--- src/rtl/reg_file_pkg.sv ---
// Shared types and default sizes for the multi-port register file.
// Provides default WIDTH/DEPTH, the XZR index and address/word typedefs.
package reg_file_pkg;

   localparam int DEF_WIDTH = 64;
   localparam int DEF_DEPTH = 32;
   localparam int DEF_AW    = $clog2(DEF_DEPTH);
   localparam int XZR_INDEX = DEF_DEPTH - 1;

   typedef logic [DEF_AW-1:0]    reg_addr_t;
   typedef logic [DEF_WIDTH-1:0] reg_word_t;

endpackage

--- src/rtl/reg_file_multiport_word.sv ---
// reg_word: one WIDTH-bit enabled storage word with async active-low clear.
// Ports: clk, reset (active low), en (write enable), d (data in), q (data out).
module reg_word
   import reg_file_pkg::*;
#(
   parameter int WIDTH = DEF_WIDTH
) (
   input  logic             clk,
   input  logic             reset,
   input  logic             en,
   input  logic [WIDTH-1:0] d,
   output logic [WIDTH-1:0] q
);

   logic [WIDTH-1:0] nxt;

   // AND-OR recirculation mux instead of a behavioural enable
   assign nxt = ({WIDTH{en}} & d) | ({WIDTH{~en}} & q);

   always_ff @(posedge clk or negedge reset) begin
      if (!reset) q <= '0;
      else        q <= nxt;
   end

endmodule

--- src/rtl/reg_file_multiport.sv ---
// Multi-port register file: NUM_READ async read ports, one write port,
// per-entry busy scoreboard and optional hard-wired zero register (XZR).
// Ports: clk, reset (async active low), wr_en/wr_addr/wr_data (writeback),
//   claim_en/claim_addr (decode claim), rd_addr/rd_data/rd_busy (packed
//   read ports), busy_vec (full scoreboard).
// Build option: define REG_FILE_BYPASS_EN for same-cycle write-through.
module reg_file_multiport
   import reg_file_pkg::*;
#(
   parameter int WIDTH     = DEF_WIDTH,
   parameter int DEPTH     = DEF_DEPTH,
   parameter int NUM_READ  = 2,
   parameter int ZERO_LAST = 1,
   parameter int AW        = $clog2(DEPTH)
) (
   input  logic                      clk,
   input  logic                      reset,
   input  logic                      wr_en,
   input  logic [AW-1:0]             wr_addr,
   input  logic [WIDTH-1:0]          wr_data,
   input  logic                      claim_en,
   input  logic [AW-1:0]             claim_addr,
   input  logic [NUM_READ*AW-1:0]    rd_addr,
   output logic [NUM_READ*WIDTH-1:0] rd_data,
   output logic [NUM_READ-1:0]       rd_busy,
   output logic [DEPTH-1:0]          busy_vec
);

   localparam int XZR = DEPTH - 1;
   localparam int NW  = (ZERO_LAST != 0) ? DEPTH - 1 : DEPTH;

   logic [WIDTH-1:0] words [DEPTH];
   logic [DEPTH-1:0] busy_q;
   logic [AW-1:0]    ra;
   logic [WIDTH-1:0] rw;
   logic             rb;

   function automatic logic is_xzr(input logic [AW-1:0] a);
      return (ZERO_LAST != 0) && (a == AW'(XZR));
   endfunction

   // XZR has no storage, so writes to it fall on the floor
   genvar i;
   generate
      for (i = 0; i < NW; i++) begin : g_word
         reg_word #(.WIDTH(WIDTH)) u_word (
            .clk   (clk),
            .reset (reset),
            .en    (wr_en && (wr_addr == AW'(i))),
            .d     (wr_data),
            .q     (words[i])
         );
      end
      if (ZERO_LAST != 0) begin : g_xzr
         assign words[XZR] = '0;
      end
   endgenerate

   // Claim beats writeback: a newer producer is still in flight
   always_ff @(posedge clk or negedge reset) begin
      if (!reset) begin
         busy_q <= '0;
      end else begin
         for (int e = 0; e < DEPTH; e++) begin
            if (claim_en && claim_addr == AW'(e) && !is_xzr(AW'(e)))
               busy_q[e] <= 1'b1;
            else if (wr_en && wr_addr == AW'(e))
               busy_q[e] <= 1'b0;
         end
      end
   end

   assign busy_vec = busy_q;

   always_comb begin
      rd_data = '0;
      rd_busy = '0;
      ra      = '0;
      rw      = '0;
      rb      = 1'b0;
      for (int p = 0; p < NUM_READ; p++) begin
         ra = rd_addr[p*AW +: AW];
         rw = words[ra];
         rb = busy_q[ra];
`ifdef REG_FILE_BYPASS_EN
         // Reset gates the bypass so outputs stay 0 while it is held
         if (reset && wr_en && wr_addr == ra && !is_xzr(ra)) begin
            rw = wr_data;
            rb = claim_en && claim_addr == ra;
         end
`endif
         rd_data[p*WIDTH +: WIDTH] = rw;
         rd_busy[p]                = rb;
      end
   end

endmodule

--- config.mk ---
export PLATFORM = sky130hd
export DESIGN_NAME = reg_file_multiport
export DESIGN_NICKNAME = d
export VERILOG_FILES = /design/src/rtl/reg_file_pkg.sv /design/src/rtl/reg_file_multiport_word.sv /design/src/rtl/reg_file_multiport.sv
export SDC_FILE = /design/constraint.sdc
export NUM_CORES = 2
export LEC_CHECK = 0
export CORE_MARGIN = 2
export CORE_UTILIZATION = 31
export DETAILED_ROUTE_END_ITERATION = 12
export SLEW_MARGIN = 40
export SYNTH_ARGS = -nofsm -noshare
export SYNTH_HDL_FRONTEND = slang
export SYNTH_HIERARCHICAL = 1
export SYNTH_SLANG_ARGS = --single-unit
--- constraint.sdc ---
create_clock -name clk -period 2.3 [get_ports clk]
set_clock_uncertainty 0.2 [all_clocks]
set_input_delay 0.23 -clock clk [delete_from_list [all_inputs] [get_ports clk]]
set_output_delay 0.23 -clock clk [all_outputs]
set_load 0.05 [all_outputs]
After elaboration in Yosys (flattened, before gate mapping)

Index checks and enable logic that the tools add are counted.

Bits of input ports: 88
Register bits: 2015
Output and inout bits: 162
Word-level logic and storage cells: 419

Muxes and demuxes: 72
Reductions and logical operators: 95
$lt $le $gt $ge: 4
Bitwise operators: 126
Eq/ne operators: 60

Operators with widths:

| kind                                                        | number |
|---|---|
| AND 64 bit                                                  | 62 |
| bitwise OR 64 bit                                           | 31 |
| binary-select mux 64 bit (select 5 bit)                     | 2 |
| two-way mux 64 bit                                          | 4 |
| == test 5 bit (second input constant)                       | 30 |
| == test 5 x 4 -> 1 bit (second input constant)              | 16 |
| two-way mux 1 bit                                           | 64 |
| logical AND 1 bit                                           | 62 |
| nonzero test 2 bit                                          | 31 |
| == test 5 x 3 -> 1 bit (second input constant)              | 8 |
| inverter 1 bit                                              | 31 |
| == test 5 x 2 -> 1 bit (second input constant)              | 4 |
| >= comparator 6 bit (second input constant)                 | 2 |
| less-than comparator 5 x 6 -> 1 bit (second input constant) | 2 |
| inverter 5 -> 6 bit                                         | 2 |
| binary-select mux 1 bit (select 5 bit)                      | 2 |
| == test 5 x 1 -> 1 bit (second input constant)              | 2 |
| logical NOT 5 bit                                           | 2 |

Longest topological paths before layout

Depth after elaboration: 5
Gate-level depth with buffers: 10

Modules after synthesis

The synthesis kept the hierarchy.

Modules (own cells, without submodules):

| module             | instances | seq. area each (um^2) | cells an instance | area each (um^2) |
|---|---|---|---|---|
| reg_word           | 31        | 1601.5                | 135               | 2678.8 |
| reg_file_multiport | 1         | 775.7                 | 3286              | 34543.1 |

Worst setup path after synthesis

No wires, ideal clock.

Path kind: in2out
From: in rd_addr[1]
To: out rd_data[21]
Stages: 8
Path buffers: 4
Data required time: 1.870 ns
Slack: -1.061 ns
Arrival: 2.931 ns
Cell sequence: buf_2 -> buf_4 -> buf_4 -> clkbuf_1 -> a211oi_1 -> o31ai_1 -> a21oi_1 -> nor4_1

Word-level cells in the longest chain between the ends: 4

RTL lines:

| what                                                  | RTL line                 | RTL |
|---|---|---|
| start, declared                                       | reg_file_multiport.sv:23 | `input logic [NUM_READ*AW-1:0] rd_addr,` |
| inverter 5 -> 6 bit (not written as such)             | reg_file_multiport.sv:83 | `rw = words[ra];` |
| binary-select mux 64 bit (select 5 bit)               | reg_file_multiport.sv:83 |  |
| two-way mux 64 bit (not written as such) (2 in a row) | reg_file_multiport.sv:83 |  |
| end, declared                                         | reg_file_multiport.sv:24 | `output logic [NUM_READ*WIDTH-1:0] rd_data,` |

Every way passes these cells. The select of a mux whose other input is x is not followed.

==> impl_metrics.env <==
export IMPL_run_status="complete, but fails checks"
export IMPL_violations="negative setup slack"
export IMPL_ir_drop_uv=621.0
export IMPL_required_ns=1.87
export IMPL_hold_path_class="in2reg"
export IMPL_grt_max_degree=139
export IMPL_wl_per_cell_um=30.87
export IMPL_drcViolationCount=0
export IMPL_yosysWarnings=6
export IMPL_clkSinkCount=2015
export IMPL_place_area_um2=140600
export IMPL_synth_area_leaders="dfrtp_1, mux2_4, mux4_2"
export IMPL_ys_seq_area_frac=0.4288
export IMPL_setup_violations=130
export IMPL_synth_compound_area_frac=0.05544
export IMPL_netlist_area_um2=117600
export IMPL_overflow=0
export IMPL_synth_most_common_cell="dfrtp_1"
export IMPL_synthMuxAreaShare=0.4487
export IMPL_ys_ff_latch=2015
export IMPL_dpl_worst_slack_ns=-0.6943
export IMPL_rows=226
export IMPL_synthArstFlopShare=1.000
export IMPL_numCtsBuffers=219
export IMPL_p_per_area_nw_per_um2=810.9
export IMPL_synth_edf_count=0
export IMPL_synth_adder_area_share=0
export IMPL_dieWidth_um=619.9
export IMPL_vias=77880
export IMPL_drv_slew=0
export IMPL_io_pins=250
export IMPL_viasPerCell=5.542
export IMPL_cts_tree="done"
export IMPL_grtUsageTotal=0.2215
export IMPL_firstDrtPassIters=5
export IMPL_synth_top_cell_area_share=0.4288
export IMPL_arrival_ns=2.79
export IMPL_final_area_um2=152600
export IMPL_startpoint_type="flip-flop"
export IMPL_area_growth_pct=29.74
export IMPL_yosysTopAreaCell="dfrtp_1"
export IMPL_synth_top_family_by_area="multiplexers"
export IMPL_power_leakage_nw=66.18
export IMPL_clockBufferDepth=4
export IMPL_synthTopCellsByCount="dfrtp_1, mux2_4, mux4_2, mux2i_1, mux2_2"
export IMPL_clkLatencyLatePin_ns=0.91
export IMPL_drive_above_1_share=0.6307
export IMPL_synth_cell_types=39
export IMPL_coreArea_um2=378300
export IMPL_htree_levels=4
export IMPL_ys_flop_type="dfrtp_1"
export IMPL_start_util=0.3108
export IMPL_die_area_um2=384300
export IMPL_yosys_area_share_simple=0.01525
export IMPL_cp_end_kind="output pin"
export IMPL_post_route_period_util=1.401
export IMPL_setup_ws_ns=-0.9212
export IMPL_routabilityCongestion=0.9082
export IMPL_grt_pass1_vias=83270
export IMPL_detailed_place_hpwl_mm=298.7
export IMPL_cp_max_fo=3
export IMPL_antenna_found_initial=20
export IMPL_ant_nets=0
export IMPL_hold_viol_final=0
export IMPL_drtIter0Drc=6975
export IMPL_crit_type="reg2out"
export IMPL_slew_headroom=0.3853
export IMPL_grt_pass1_wl_mm=625.5
export IMPL_wl_mm=433.9
export IMPL_clkTransAtPathRegs_ns=0.07
export IMPL_cap_violations=0
export IMPL_synth_xor_xnor_area_share=0
export IMPL_io_buffers=248
export IMPL_syn_nets=7559
export IMPL_tightest_slew_ns=0.9220
export IMPL_postSynthCellCount=7471
export IMPL_cts_root_buf="clkbuf_16"
export IMPL_rsz0062_at_grt="true"
export IMPL_die_h_um=619.9
export IMPL_fmax_mhz=310.4
export IMPL_min_period_ns=3.221
export IMPL_final_nets=8955
export IMPL_avgSynthCellArea_um2=15.74
power by group:
group | internal (mW) | total, mW | switching, mW | leakage, nW
Clock | 23.0 | 38.6 | 15.6 | 3.77
Sequential | 42.4 | 48.7 | 6.22 | 25.7
Combinational | 21.8 | 36.4 | 14.6 | 36.7
Total | 87.2 | 124 | 36.5 | 66.2
kinds of logic after synthesis:
logic type | Yosys count
and+or+nand+nor | 368
other | 1
AOI/OAI and AO/OA | 968
muxes | 3473
buffers and inverters | 646
DFF | 2015
cell type report:
class,instances,area [um^2]
sequential,2015,50430
tap,5016,6276
clock buffer,293,6241
fill,34010,225800
clock inverter,89,1428
antenna,10,25.02
multi-input combinational,4810,65870
inverter,2,7.507
timing repair buffer,1819,22290
worst max-delay path, stage by stage (launching register included):
cell,delay [ns]
dfrtp_1,0.44
mux4_2,0.50
mux2_2,0.27
a221o_2,0.46
buf_12,0.19
metal layers:
metal	global-route usage	part of all wire	routed length, um
met5	0	0.00021	92
met4	0.1228	0.064	27920
met3	0.03259	0.056	24170
met2	0.3581	0.47	204200
met1	0.2848	0.41	177600
timing repair:
item	4_1_cts	5_1_grt
pin swaps	197	106
setup endpoints to repair	131	131
resized for setup	345	149
setup buffers	141	94
endpoints found under the hold margin	2026	48
hold buffers	13	1
worst paths after layout:
check,startpoint,cells past startpoint,slack [ns],to
worst max-delay path,flip-flop,4,-0.92,rd_data[93]
worst min-delay path,wr_data[58],3,0.07,flip-flop
worst max register to register,busy_vec[16],4,0.66,busy_vec[16]
worst min register to register,flip-flop,1,0.33,flip-flop
max in group asynchronous,reset,5,0.14,asynchronous set/reset pin
min in group asynchronous,reset,4,0.42,asynchronous set/reset pin
cell usage in the layout (no fill, tap or decap), types with 42 or more instances in the layout:
| cell type | instances |
|---|---|
| a21oi_2 | 115 |
| a221o_2 | 61 |
| dfrtp_1 | 2010 |
| o22ai_1 | 73 |
| o22ai_2 | 96 |
| mux2_4 | 1975 |
| buf_12 | 651 |
| nor2_1 | 56 |
| o31ai_4 | 59 |
| clkdlybuf4s50_1 | 77 |
| nand2_1 | 92 |
| clkbuf_8 | 45 |
| clkbuf_16 | 221 |
| o211ai_1 | 64 |
| mux4_2 | 650 |
| a22oi_1 | 62 |
| mux2i_1 | 471 |
| a21o_1 | 68 |
| nor2b_1 | 51 |
| mux2_2 | 332 |
| o21ai_0 | 49 |
| nor4_4 | 62 |
| o21ai_2 | 42 |
| o2bb2ai_1 | 62 |
| buf_4 | 1026 |
| a21oi_1 | 73 |
stage by stage:
| stage | hold WS (ns) | cells | power [mW] | TNS (ns) | util |
|---|---|---|---|---|---|
| floorplan | -0.2656 | 7471 | 69.52 | -3.181 | - |
| global placement | -0.05437 | 13430 | 81.62 | -600.71 | 0.3717 |
| detailed placement | -0.05928 | 13430 | 82.52 | -613.21 | 0.3717 |
| CTS | 0.02419 | 13950 | 123.0 | -103.05 | 0.3994 |
| global route | 0.08122 | 14050 | 127.9 | -104.82 | 0.4032 |
| finish | 0.06983 | 14050 | 123.7 | -96.68 | 0.4032 |
Note: power is estimated with default switching activity, not from simulation.
==> edit: new RTL, config.mk and constraints unchanged <==
Set the package constant `DEF_WIDTH` to 72 (it was 64).
--- a/src/rtl/reg_file_pkg.sv
+++ b/src/rtl/reg_file_pkg.sv
@@ -3,5 +3,5 @@
 package reg_file_pkg;
 
-   localparam int DEF_WIDTH = 64;
+   localparam int DEF_WIDTH = 72;
    localparam int DEF_DEPTH = 32;
    localparam int DEF_AW    = $clog2(DEF_DEPTH);
Ports: changed (resized rd_data and wr_data); port bits go from 250 to 274. The function was not compared with the original's and may differ.
==> edit against the unedited design <==
The flow still finishes with violations (negative setup slack); final area grew 12%; clock power grew 16%; sequential power grew 12%; non-clock buffer count grew 280; sequential cell count grew 248; setup slack lost 0.053 ns; critical path depth grew 1; synthesized area grew 13%; global-route usage shrank 0.38 points; count of clock-buffer cells in the layout grew 86; largest power group unchanged; worst hold slack lost 0.012 ns; routed wire length grew 11%; power grew 14%.
==> edit: results (changes against the unedited design) <==
vias in the first global route = 94375 (+13%)
R2R Setup Slk = 0.94 ns (+0.28 ns)
CP max-delay cell = a221o_2
Iter 0 DRT Violations = 7893 (+13%)
status = finished with violations
Post-synth top cells = dfrtp_1, mux2_4, mux4_2, mux2i_1, mux2_2
Total Power = 141000 µW (+14%)
WL met3 = 27000 µm (+12%)
gr usage total = 0.218 (-0.00378)
pin count of the biggest net entering global routing = 128 (-7.9%)
crit path DAT = 2.84 ns (+0.05 ns)
worst setup margin = -0.975 ns (-0.0534 ns)
placed insts = 15164 (+13%)
Seq/Total Area, Yosys = 0.428 (-0.00110)
Mapped Cells = 8376 (+12%)
CTS Buf Count = 264 (+21%)
Final setup viols = 146 (+12%)
htree depth = 5 (+1)
worst slack, placed = -0.748 ns (-0.0537 ns)
DP HPWL = 334000 µm (+12%)
Non-Filler Instances = 15904 (+13%)
Hold Buf Count CTS = 5 (-8)
Max transition margin = 0.449 (+0.0636)
Area after DPL = 157000 µm² (+12%)
initial antenna violation count = 10 (-50%)
main area contributors after synthesis = dfrtp_1, mux2_4, mux4_2, mux2i_1, mux2_2
met2 GRT Util = 0.347 (-0.0109)
GPL Wtd Cong = 0.921 (+1.4%)
failing checks = negative setup slack
post-CTS sizing = 417 (+21%)
buffers added on ports = 272 (+9.7%)
M1 GR Usage = 0.285 (+0.000638)
worst hold path class = input port to async pin
routed vias = 87535 (+12%)
global-route met3 utilization = 0.0325 (-0.0000601)
setup tns final = -113.25 ns (-16.57 ns)
edit: cell types whose count changed after synthesis, moves of 9 or more:
cell	delta
mux2i_1	+64
mux4_2	+80
o22ai_1	+24
mux2_4	+310
dfrtp_1	+248
buf_1	+9
clkbuf_1	+35
buf_12	+31
mux2_2	-22
a21oi_1	+24
edit: area by class of cell:
| class | instances | area [µm²] |
|---|---|---|
| Clock inverter | 82 | 1200 |
| Timing Repair Buffer | 2099 | 24400 |
| Fill cell | 38525 | 255000 |
| Inverter | 2 | 7.51 |
| Multi-Input combinational cell | 5386 | 74200 |
| Sequential cell | 2263 | 56600 |
| Antenna cell | 6 | 15.0 |
| Tap cell | 5687 | 7120 |
| Clock buffer | 379 | 7810 |
edit: cells by family (layout without fill, tap and decap cells):
logic type / Yosys count / in the layout / synth area share
mux: 3905 / 3905 / 0.450
flops: 2263 / 2263 / 0.428
compound gates: 1080 / 1080 / 0.0550
buf+inv: 727 / 2562 / 0.0523
simple gates: 400 / 400 / 0.0148
other cells: 1 / 7 / 0.0000283
